[src/rtl/inst_pkg.sv]
// Shared field layout and issue FSM encoding for the instruction issue stage.
package inst_pkg;

  localparam int unsigned RUN_BIT  = 35;
  localparam int unsigned ID_MSB   = 34;
  localparam int unsigned ID_LSB   = 33;
  localparam int unsigned ADDR_MSB = 32;
  localparam int unsigned ADDR_LSB = 31;
  localparam int unsigned RSV_BIT  = 30;

  localparam int unsigned ID_W   = 2;
  localparam int unsigned ADDR_W = 2;

  typedef enum logic [1:0] {
    StIdle,
    StIssue,
    StStall
  } issue_state_e;

endpackage

[src/rtl/inst_issue_if.sv]
// Host-side and chain-side valid/ready handshakes of the instruction issue stage.
interface inst_issue_if #(
  parameter int unsigned IW = 36
);
  logic [IW-1:0] host_data;
  logic          host_valid;
  logic          host_ready;
  logic [IW-1:0] inst_data;
  logic          inst_valid;
  logic          inst_ready;

  modport master (
    output host_data,
    output host_valid,
    input  host_ready,
    input  inst_data,
    input  inst_valid,
    output inst_ready
  );

  modport slave (
    input  host_data,
    input  host_valid,
    output host_ready,
    output inst_data,
    output inst_valid,
    input  inst_ready
  );
endinterface

[src/rtl/sync_fifo.sv]
// Single-clock FIFO with occupancy count; DEPTH must be a power of 2.
module sync_fifo #(
  parameter int unsigned WIDTH = 36,
  parameter int unsigned DEPTH = 8
) (
  input  logic                   clk,
  input  logic                   rst,
  input  logic                   push,
  input  logic                   pop,
  input  logic [WIDTH-1:0]       wdata,
  output logic [WIDTH-1:0]       rdata,
  output logic                   full,
  output logic                   empty,
  output logic [$clog2(DEPTH):0] level
);
  localparam int unsigned AW = $clog2(DEPTH);

  logic [WIDTH-1:0] mem_q [DEPTH];
  logic [AW-1:0]    wr_ptr_q, rd_ptr_q;
  logic [AW:0]      count_q;
  logic             do_push, do_pop;

  assign do_push = push && !full;
  assign do_pop  = pop && !empty;

  // Storage is not reset; only pointers and count define validity.
  always_ff @(posedge clk) begin
    if (do_push) mem_q[wr_ptr_q] <= wdata;
  end

  always_ff @(posedge clk or posedge rst) begin
    if (rst) begin
      wr_ptr_q <= '0;
      rd_ptr_q <= '0;
      count_q  <= '0;
    end else begin
      if (do_push) wr_ptr_q <= wr_ptr_q + 1'b1;
      if (do_pop)  rd_ptr_q <= rd_ptr_q + 1'b1;
      case ({do_push, do_pop})
        2'b10:   count_q <= count_q + 1'b1;
        2'b01:   count_q <= count_q - 1'b1;
        default: count_q <= count_q;
      endcase
    end
  end

  assign rdata = mem_q[rd_ptr_q];
  assign full  = (count_q == (AW + 1)'(DEPTH));
  assign empty = (count_q == '0);
  assign level = count_q;

endmodule

[src/rtl/inst_issue.sv]
// Instruction issue stage: host FIFO feeding the core daisy chain, in order, gated per core busy.
// Define INST_ISSUE_TIMEOUT_EN to add a stall watchdog that force-frees a stuck core.
module inst_issue
  import inst_pkg::*;
#(
  parameter int unsigned IW      = 36,
  parameter int unsigned IRW     = 30,
  parameter int unsigned IN      = 3,
  parameter int unsigned NT      = 4,
  parameter int unsigned DEPTH   = 8,
  parameter int unsigned TIMEOUT = 1024
) (
  input  logic                   clk,
  input  logic                   rst,
  inst_issue_if.slave            bus,
  input  logic [NT-1:0]          done,
  output logic [NT-1:0]          busy,
  output logic [$clog2(DEPTH):0] fifo_level,
  output logic                   addr_err,
  output logic                   timeout_err
);
  localparam int unsigned NID   = 2 ** ID_W;
  localparam int unsigned NADDR = 2 ** ADDR_W;

  if ((DEPTH & (DEPTH - 1)) != 0 || TIMEOUT == 0 || RSV_BIT != IRW) begin : g_bad_param
    $error("inst_issue: DEPTH must be a power of 2, TIMEOUT nonzero, IRW match the word layout");
  end

  issue_state_e state_q, state_d;

  logic [IW-1:0]     head, issue_word, out_data_q;
  logic              out_valid_q, fifo_full, fifo_empty;
  logic              ld_ok, pop, issue, drop_addr, addr_err_q;
  logic              head_run, head_busy, tmo_hit;
  logic [ID_W-1:0]   head_id;
  logic [ADDR_W-1:0] head_addr;
  logic [NID-1:0]    id_ok, busy_ext, set_mask, clr_mask;
  logic [NADDR-1:0]  addr_ok;
  logic [NT-1:0]     busy_q, busy_d;

  sync_fifo #(
    .WIDTH (IW),
    .DEPTH (DEPTH)
  ) u_fifo (
    .clk   (clk),
    .rst   (rst),
    .push  (bus.host_valid && bus.host_ready),
    .pop   (pop),
    .wdata (bus.host_data),
    .rdata (head),
    .full  (fifo_full),
    .empty (fifo_empty),
    .level (fifo_level)
  );

  assign bus.host_ready = !fifo_full && !rst;

  for (genvar i = 0; i < NID; i++) begin : g_id_ok
    assign id_ok[i] = (i < NT);
  end
  for (genvar i = 0; i < NADDR; i++) begin : g_addr_ok
    assign addr_ok[i] = (i < IN);
  end

  assign head_run   = head[RUN_BIT];
  assign head_id    = head[ID_MSB:ID_LSB];
  assign head_addr  = head[ADDR_MSB:ADDR_LSB];
  assign busy_ext   = NID'(busy_q);
  assign head_busy  = busy_ext[head_id];
  assign issue_word = head & ~(IW'(1) << RSV_BIT);
  // Output slot is free when empty or being consumed this cycle.
  assign ld_ok      = !out_valid_q || bus.inst_ready;

  always_ff @(posedge clk or posedge rst) begin
    if (rst) state_q <= StIdle;
    else     state_q <= state_d;
  end

  always_comb begin
    state_d = state_q;
    unique case (state_q)
      StIdle:  if (!fifo_empty) state_d = StIssue;
      StIssue: begin
        if (!fifo_empty && id_ok[head_id] && head_busy) state_d = StStall;
        else if (fifo_empty && ld_ok)                   state_d = StIdle;
      end
      StStall: if (!head_busy || tmo_hit) state_d = StIssue;
      default: state_d = StIdle;
    endcase
  end

  // Head disposition: drop bad ids, wait on busy cores, drop bad config addrs, else issue.
  always_comb begin
    pop       = 1'b0;
    issue     = 1'b0;
    drop_addr = 1'b0;
    if (state_q == StIssue && !fifo_empty) begin
      if (!id_ok[head_id]) begin
        pop = 1'b1;
      end else if (!head_busy) begin
        if (!head_run && !addr_ok[head_addr]) begin
          pop       = 1'b1;
          drop_addr = 1'b1;
        end else if (ld_ok) begin
          pop   = 1'b1;
          issue = 1'b1;
        end
      end
    end
  end

  always_comb begin
    set_mask = '0;
    clr_mask = '0;
    if (issue && head_run) set_mask[head_id] = 1'b1;
    if (tmo_hit)           clr_mask[head_id] = 1'b1;
    // A run loaded in the same cycle as that core's done leaves it busy.
    busy_d = (busy_q & ~done & ~clr_mask[NT-1:0]) | set_mask[NT-1:0];
  end

  always_ff @(posedge clk or posedge rst) begin
    if (rst) begin
      out_valid_q <= 1'b0;
      out_data_q  <= '0;
      busy_q      <= '0;
      addr_err_q  <= 1'b0;
    end else begin
      if (ld_ok) begin
        out_valid_q <= issue;
        if (issue) out_data_q <= issue_word;
      end
      busy_q     <= busy_d;
      addr_err_q <= drop_addr;
    end
  end

`ifdef INST_ISSUE_TIMEOUT_EN
  localparam int unsigned TW = $clog2(TIMEOUT + 1);

  logic [TW-1:0] tmo_cnt_q;
  logic          tmo_err_q;

  assign tmo_hit = (state_q == StStall) && (tmo_cnt_q == TW'(TIMEOUT - 1));

  always_ff @(posedge clk or posedge rst) begin
    if (rst) begin
      tmo_cnt_q <= '0;
      tmo_err_q <= 1'b0;
    end else begin
      tmo_err_q <= tmo_hit;
      if (state_q == StStall && state_d == StStall) tmo_cnt_q <= tmo_cnt_q + 1'b1;
      else                                          tmo_cnt_q <= '0;
    end
  end

  assign timeout_err = tmo_err_q;
`else
  assign tmo_hit     = 1'b0;
  assign timeout_err = 1'b0;
`endif

  assign bus.inst_valid = out_valid_q;
  assign bus.inst_data  = out_data_q;
  assign busy           = busy_q;
  assign addr_err       = addr_err_q;

endmodule
[src/flat_wrapper.sv]
// flat-port wrapper written by rule: the top's interface ports become plain ports
module inst_issue_flat import inst_pkg::*;
#(
  parameter int unsigned IW      = 36,
  parameter int unsigned IRW     = 30,
  parameter int unsigned IN      = 3,
  parameter int unsigned NT      = 4,
  parameter int unsigned DEPTH   = 8,
  parameter int unsigned TIMEOUT = 1024
)
  (clk, rst, done, busy, fifo_level, addr_err, timeout_err, bus_host_data, bus_host_valid, bus_host_ready, bus_inst_data, bus_inst_valid, bus_inst_ready);
  inst_issue_if #(.IW(IW)) bus_i ();
  input  logic clk;
  input  logic rst;
  input  logic [NT-1:0] done;
  output logic [NT-1:0] busy;
  output logic [$clog2(DEPTH):0] fifo_level;
  output logic addr_err;
  output logic timeout_err;
  input wire logic [$bits(bus_i.host_data)-1:0] bus_host_data;
  input wire logic [$bits(bus_i.host_valid)-1:0] bus_host_valid;
  output wire logic [$bits(bus_i.host_ready)-1:0] bus_host_ready;
  output wire logic [$bits(bus_i.inst_data)-1:0] bus_inst_data;
  output wire logic [$bits(bus_i.inst_valid)-1:0] bus_inst_valid;
  input wire logic [$bits(bus_i.inst_ready)-1:0] bus_inst_ready;
  assign bus_i.host_data = bus_host_data;
  assign bus_i.host_valid = bus_host_valid;
  assign bus_host_ready = bus_i.host_ready;
  assign bus_inst_data = bus_i.inst_data;
  assign bus_inst_valid = bus_i.inst_valid;
  assign bus_i.inst_ready = bus_inst_ready;
  inst_issue #(.IW(IW), .IRW(IRW), .IN(IN), .NT(NT), .DEPTH(DEPTH), .TIMEOUT(TIMEOUT)) u_core (.clk(clk), .rst(rst), .bus(bus_i), .done(done), .busy(busy), .fifo_level(fifo_level), .addr_err(addr_err), .timeout_err(timeout_err));
endmodule
[config.mk]
export PLATFORM = sky130hd
export DESIGN_NAME = inst_issue_flat
export DESIGN_NICKNAME = d
export VERILOG_FILES = /design/src/rtl/inst_pkg.sv /design/src/rtl/inst_issue_if.sv /design/src/rtl/sync_fifo.sv /design/src/rtl/inst_issue.sv /design/src/flat_wrapper.sv
export SDC_FILE = /design/constraint.sdc
export NUM_CORES = 1
export LEC_CHECK = 0
export ABC_AREA = 1
export CAP_MARGIN = 20
export CORE_MARGIN = 4
export CORE_UTILIZATION = 55
export CTS_BUF_LIST = sky130_fd_sc_hd__clkbuf_4 sky130_fd_sc_hd__clkbuf_8 sky130_fd_sc_hd__clkbuf_16
export DETAILED_ROUTE_END_ITERATION = 8
export DONT_BUFFER_PORTS = 1
export GPL_ROUTABILITY_DRIVEN = 0
export PLACE_DENSITY = 0.7
export SLEW_MARGIN = 30
export SYNTH_ARGS = -nofsm -noshare
export SYNTH_HDL_FRONTEND = slang
export SYNTH_HIERARCHICAL = 1
export SYNTH_SLANG_ARGS = --single-unit
export TNS_END_PERCENT = 20
[constraint.sdc]
create_clock -name clk -period 7.83 [get_ports clk]
set_input_delay 0.3915 -clock clk [delete_from_list [all_inputs] [get_ports clk]]
set_output_delay 0.3915 -clock clk [all_outputs]
set_load 0.05 [all_outputs]
==> flow_summary.toml <==
[worst_setup_path]
rr_worst_depth = 23
crit_buf_inv = 3
cp_max_fo = 90
critPathMaxStageDelay_ns = 1.02
crit_path_end_kind = "flip-flop"
critPathTopFamily = "simple AND/OR/NAND/NOR gates"
crit_slowest_cell = "dfrtp_4"
cp.required_ns = 8.22
start_kind = "flip-flop"
cp.depth = 23
crit_type = "reg -> reg"
cp_cell_sequence = "buf_4 > nor2_1 > nor2_1 > nand2_1 > nand2_1 > nand2_1 > nand2_1 > inv_2 > nand2_1 > nand2_1 > nand2_2 > nand2_4 > or2_2 > nor2_1 > nand2_1 > inv_1 > ha_1 > ha_1 > or2_2 > nand2_1 > nand2_1 > nand3_1 > nand2_1"
path_common_cell = "nand2_1"
cp.arrival_ns = 5.04

[grt]
grt_first_pass_wirelength_um = 46200
grt_pass1_vias = 8699
antenna_found_initial = 2
grt_overflow = 0
grt_use_total = 0.204
grt_max_degree = 111

[drt]
drt_wl_total_um = 29600
dr.pass1.iters = 5
vias = 9443
drt-initial-drc-count = 601
drc = 0
wl_per_cell_um = 15.6
vias_per_cell = 4.97
drtAntennaViolNets = 0

[sta]
skew_ns = 0.0121
setup_ws_ns = 3.17
hold_viol = 0
fin_setup_tns_ns = 0
finalCritPeriodShare = 0.595
max_clock_freq_ghz = 0.215
slew_viol_final = 0
relSlewSlack = 0.374
rsz0062_at_grt = "false"
setup_violations = 0
worstMarginPinSlew_ns = 0.939
timing.final.crit_period_ns = 4.66

[clock_tree]
clock_sinks = 333
htree_levels = 2
root_buffer = "clkbuf_16"
cts_tree = "done"
path_clk_slew_ns = 0.06
cts_inserted_buffers = 36
cts_resized = 0
clock_path_buffers = 3
clk_latency_ns = 0.50

[placement]
dp_hpwl_um = 15300
pre_cts_ws_ns = 3.22
port_buffers = 0

[logic_synthesis]
ys_warn_count = 6
netlist_instances = 1513
syn_area_um2 = 14500
syn_avg_cell_area_um2 = 9.60

[floorplanning]
die_h_um = 170
fp.dieW_um = 170
placementRows = 59
dieArea_um2 = 29100
num_io_pins = 92
initial_utilization = 0.559
core_area_um2 = 26000

[run]
maxCapViolations = 0

[worst_hold_path]
holdPathStages = 3
hp-class = "in -> reg"

[final_layout]
layout.nets = 1588
area_growth_pct = 12.1
layout_common_cells = "570 x nand2_1, 289 x nor2_1, 280 x edfxtp_1"
drive_gt1_frac = 0.0621
final_common_cell = "nand2_1"
nFillCells = 2038

[power]
p_leak_uw = 0.00723
vdd.ir_drop.worst_mv = 0.569
p_per_area_nw_per_um2 = 401

[outcome]
status = "complete, no violations"
[per-stage QoR]
step / hold slack (ns) / utilization / total power, uW / instances / instance area (um2)
floorplan: 0.232 / - / 4440 / 1514 / 14500
global placement: 0.287 / 0.567 / 4810 / 1799 / 14700
detailed placement: 0.284 / 0.567 / 4870 / 1799 / 14700
CTS: 0.0177 / 0.626 / 6580 / 1897 / 16300
global route: 0.0408 / 0.627 / 6990 / 1899 / 16300
finish: 0.0411 / 0.627 / 6530 / 1899 / 16300
[power by group]
part | switching (uW) | internal (uW)
clock network | 625 | 1040
logic | 1450 | 649
registers | 588 | 2170
[area by class of cell]
cell class / instances / area (um2) / share of cell area
flip-flops and latches: 333 / 9740 / 0.598
clock inverters: 13 / 163 / 0.00999
repair buffers: 53 / 492 / 0.0302
diodes: 2 / 5.00 / 0.000307
clock buffers: 49 / 1020 / 0.0628
multi-input cells: 944 / 3800 / 0.233
inverters: 170 / 642 / 0.0394
well taps: 335 / 419 / 0.0257
[worst register-to-register path: cells and delay by family, from the launching register on]
| family | cells | cell delay, ns |
|---|---|---|
| and+or+nand+nor | 18 | 2.02 |
| DFF | 1 | 1.02 |
| buffers and inverters | 3 | 0.99 |
| adders and majority gates | 2 | 0.52 |
[what timing repair did]
item                      CTS  global route
hold endpoints to repair  333             0
hold buffers               36             0
buffers inserted            0             0
[registers in the layout, indices dropped and copies added, names as in the netlist]
name	flops
u_core/addr_err	1
u_core/bus.inst_data	35
u_core/bus.inst_valid	1
u_core/busy	4
u_core/state_q	2
u_core/u_fifo/level	4
u_core/u_fifo/mem_q	280
u_core/u_fifo/rd_ptr_q	3
u_core/u_fifo/wr_ptr_q	3
[worst paths after layout]
| kind | start | end | slack (ns) |
|---|---|---|---|
| worst min-delay path | done[1] | u_core/busy[1] | 0.04 |
| worst max register to register | u_core/u_fifo/rd_ptr_q[0] | u_core/u_fifo/level[3] | 3.17 |
| min in group asynchronous | rst | u_core/u_fifo/level[1] | 0.37 |
| worst max-delay path | u_core/u_fifo/rd_ptr_q[0] | u_core/u_fifo/level[3] | 3.17 |
| max in group asynchronous | rst | u_core/bus.inst_data[19] | 6.84 |
| worst min register to register | u_core/u_fifo/wr_ptr_q[1] | u_core/u_fifo/wr_ptr_q[1] | 0.58 |
[metal layers]
| metal | part of all wire | GRT usage | vias to the layer above | wire (um) |
|---|---|---|---|---|
| met1 | 0.43 | 0.272 | 4378 | 12600 |
| met2 | 0.49 | 0.349 | 265 | 14500 |
| met3 | 0.067 | 0.0397 | 40 | 1980 |
| li1 | - | - | 4760 | - |
| met4 | 0.016 | 0.0542 | 0 | 478 |
| met5 | 0 | 0 | - | 0 |
Note: power is estimated with default switching activity, not from simulation.
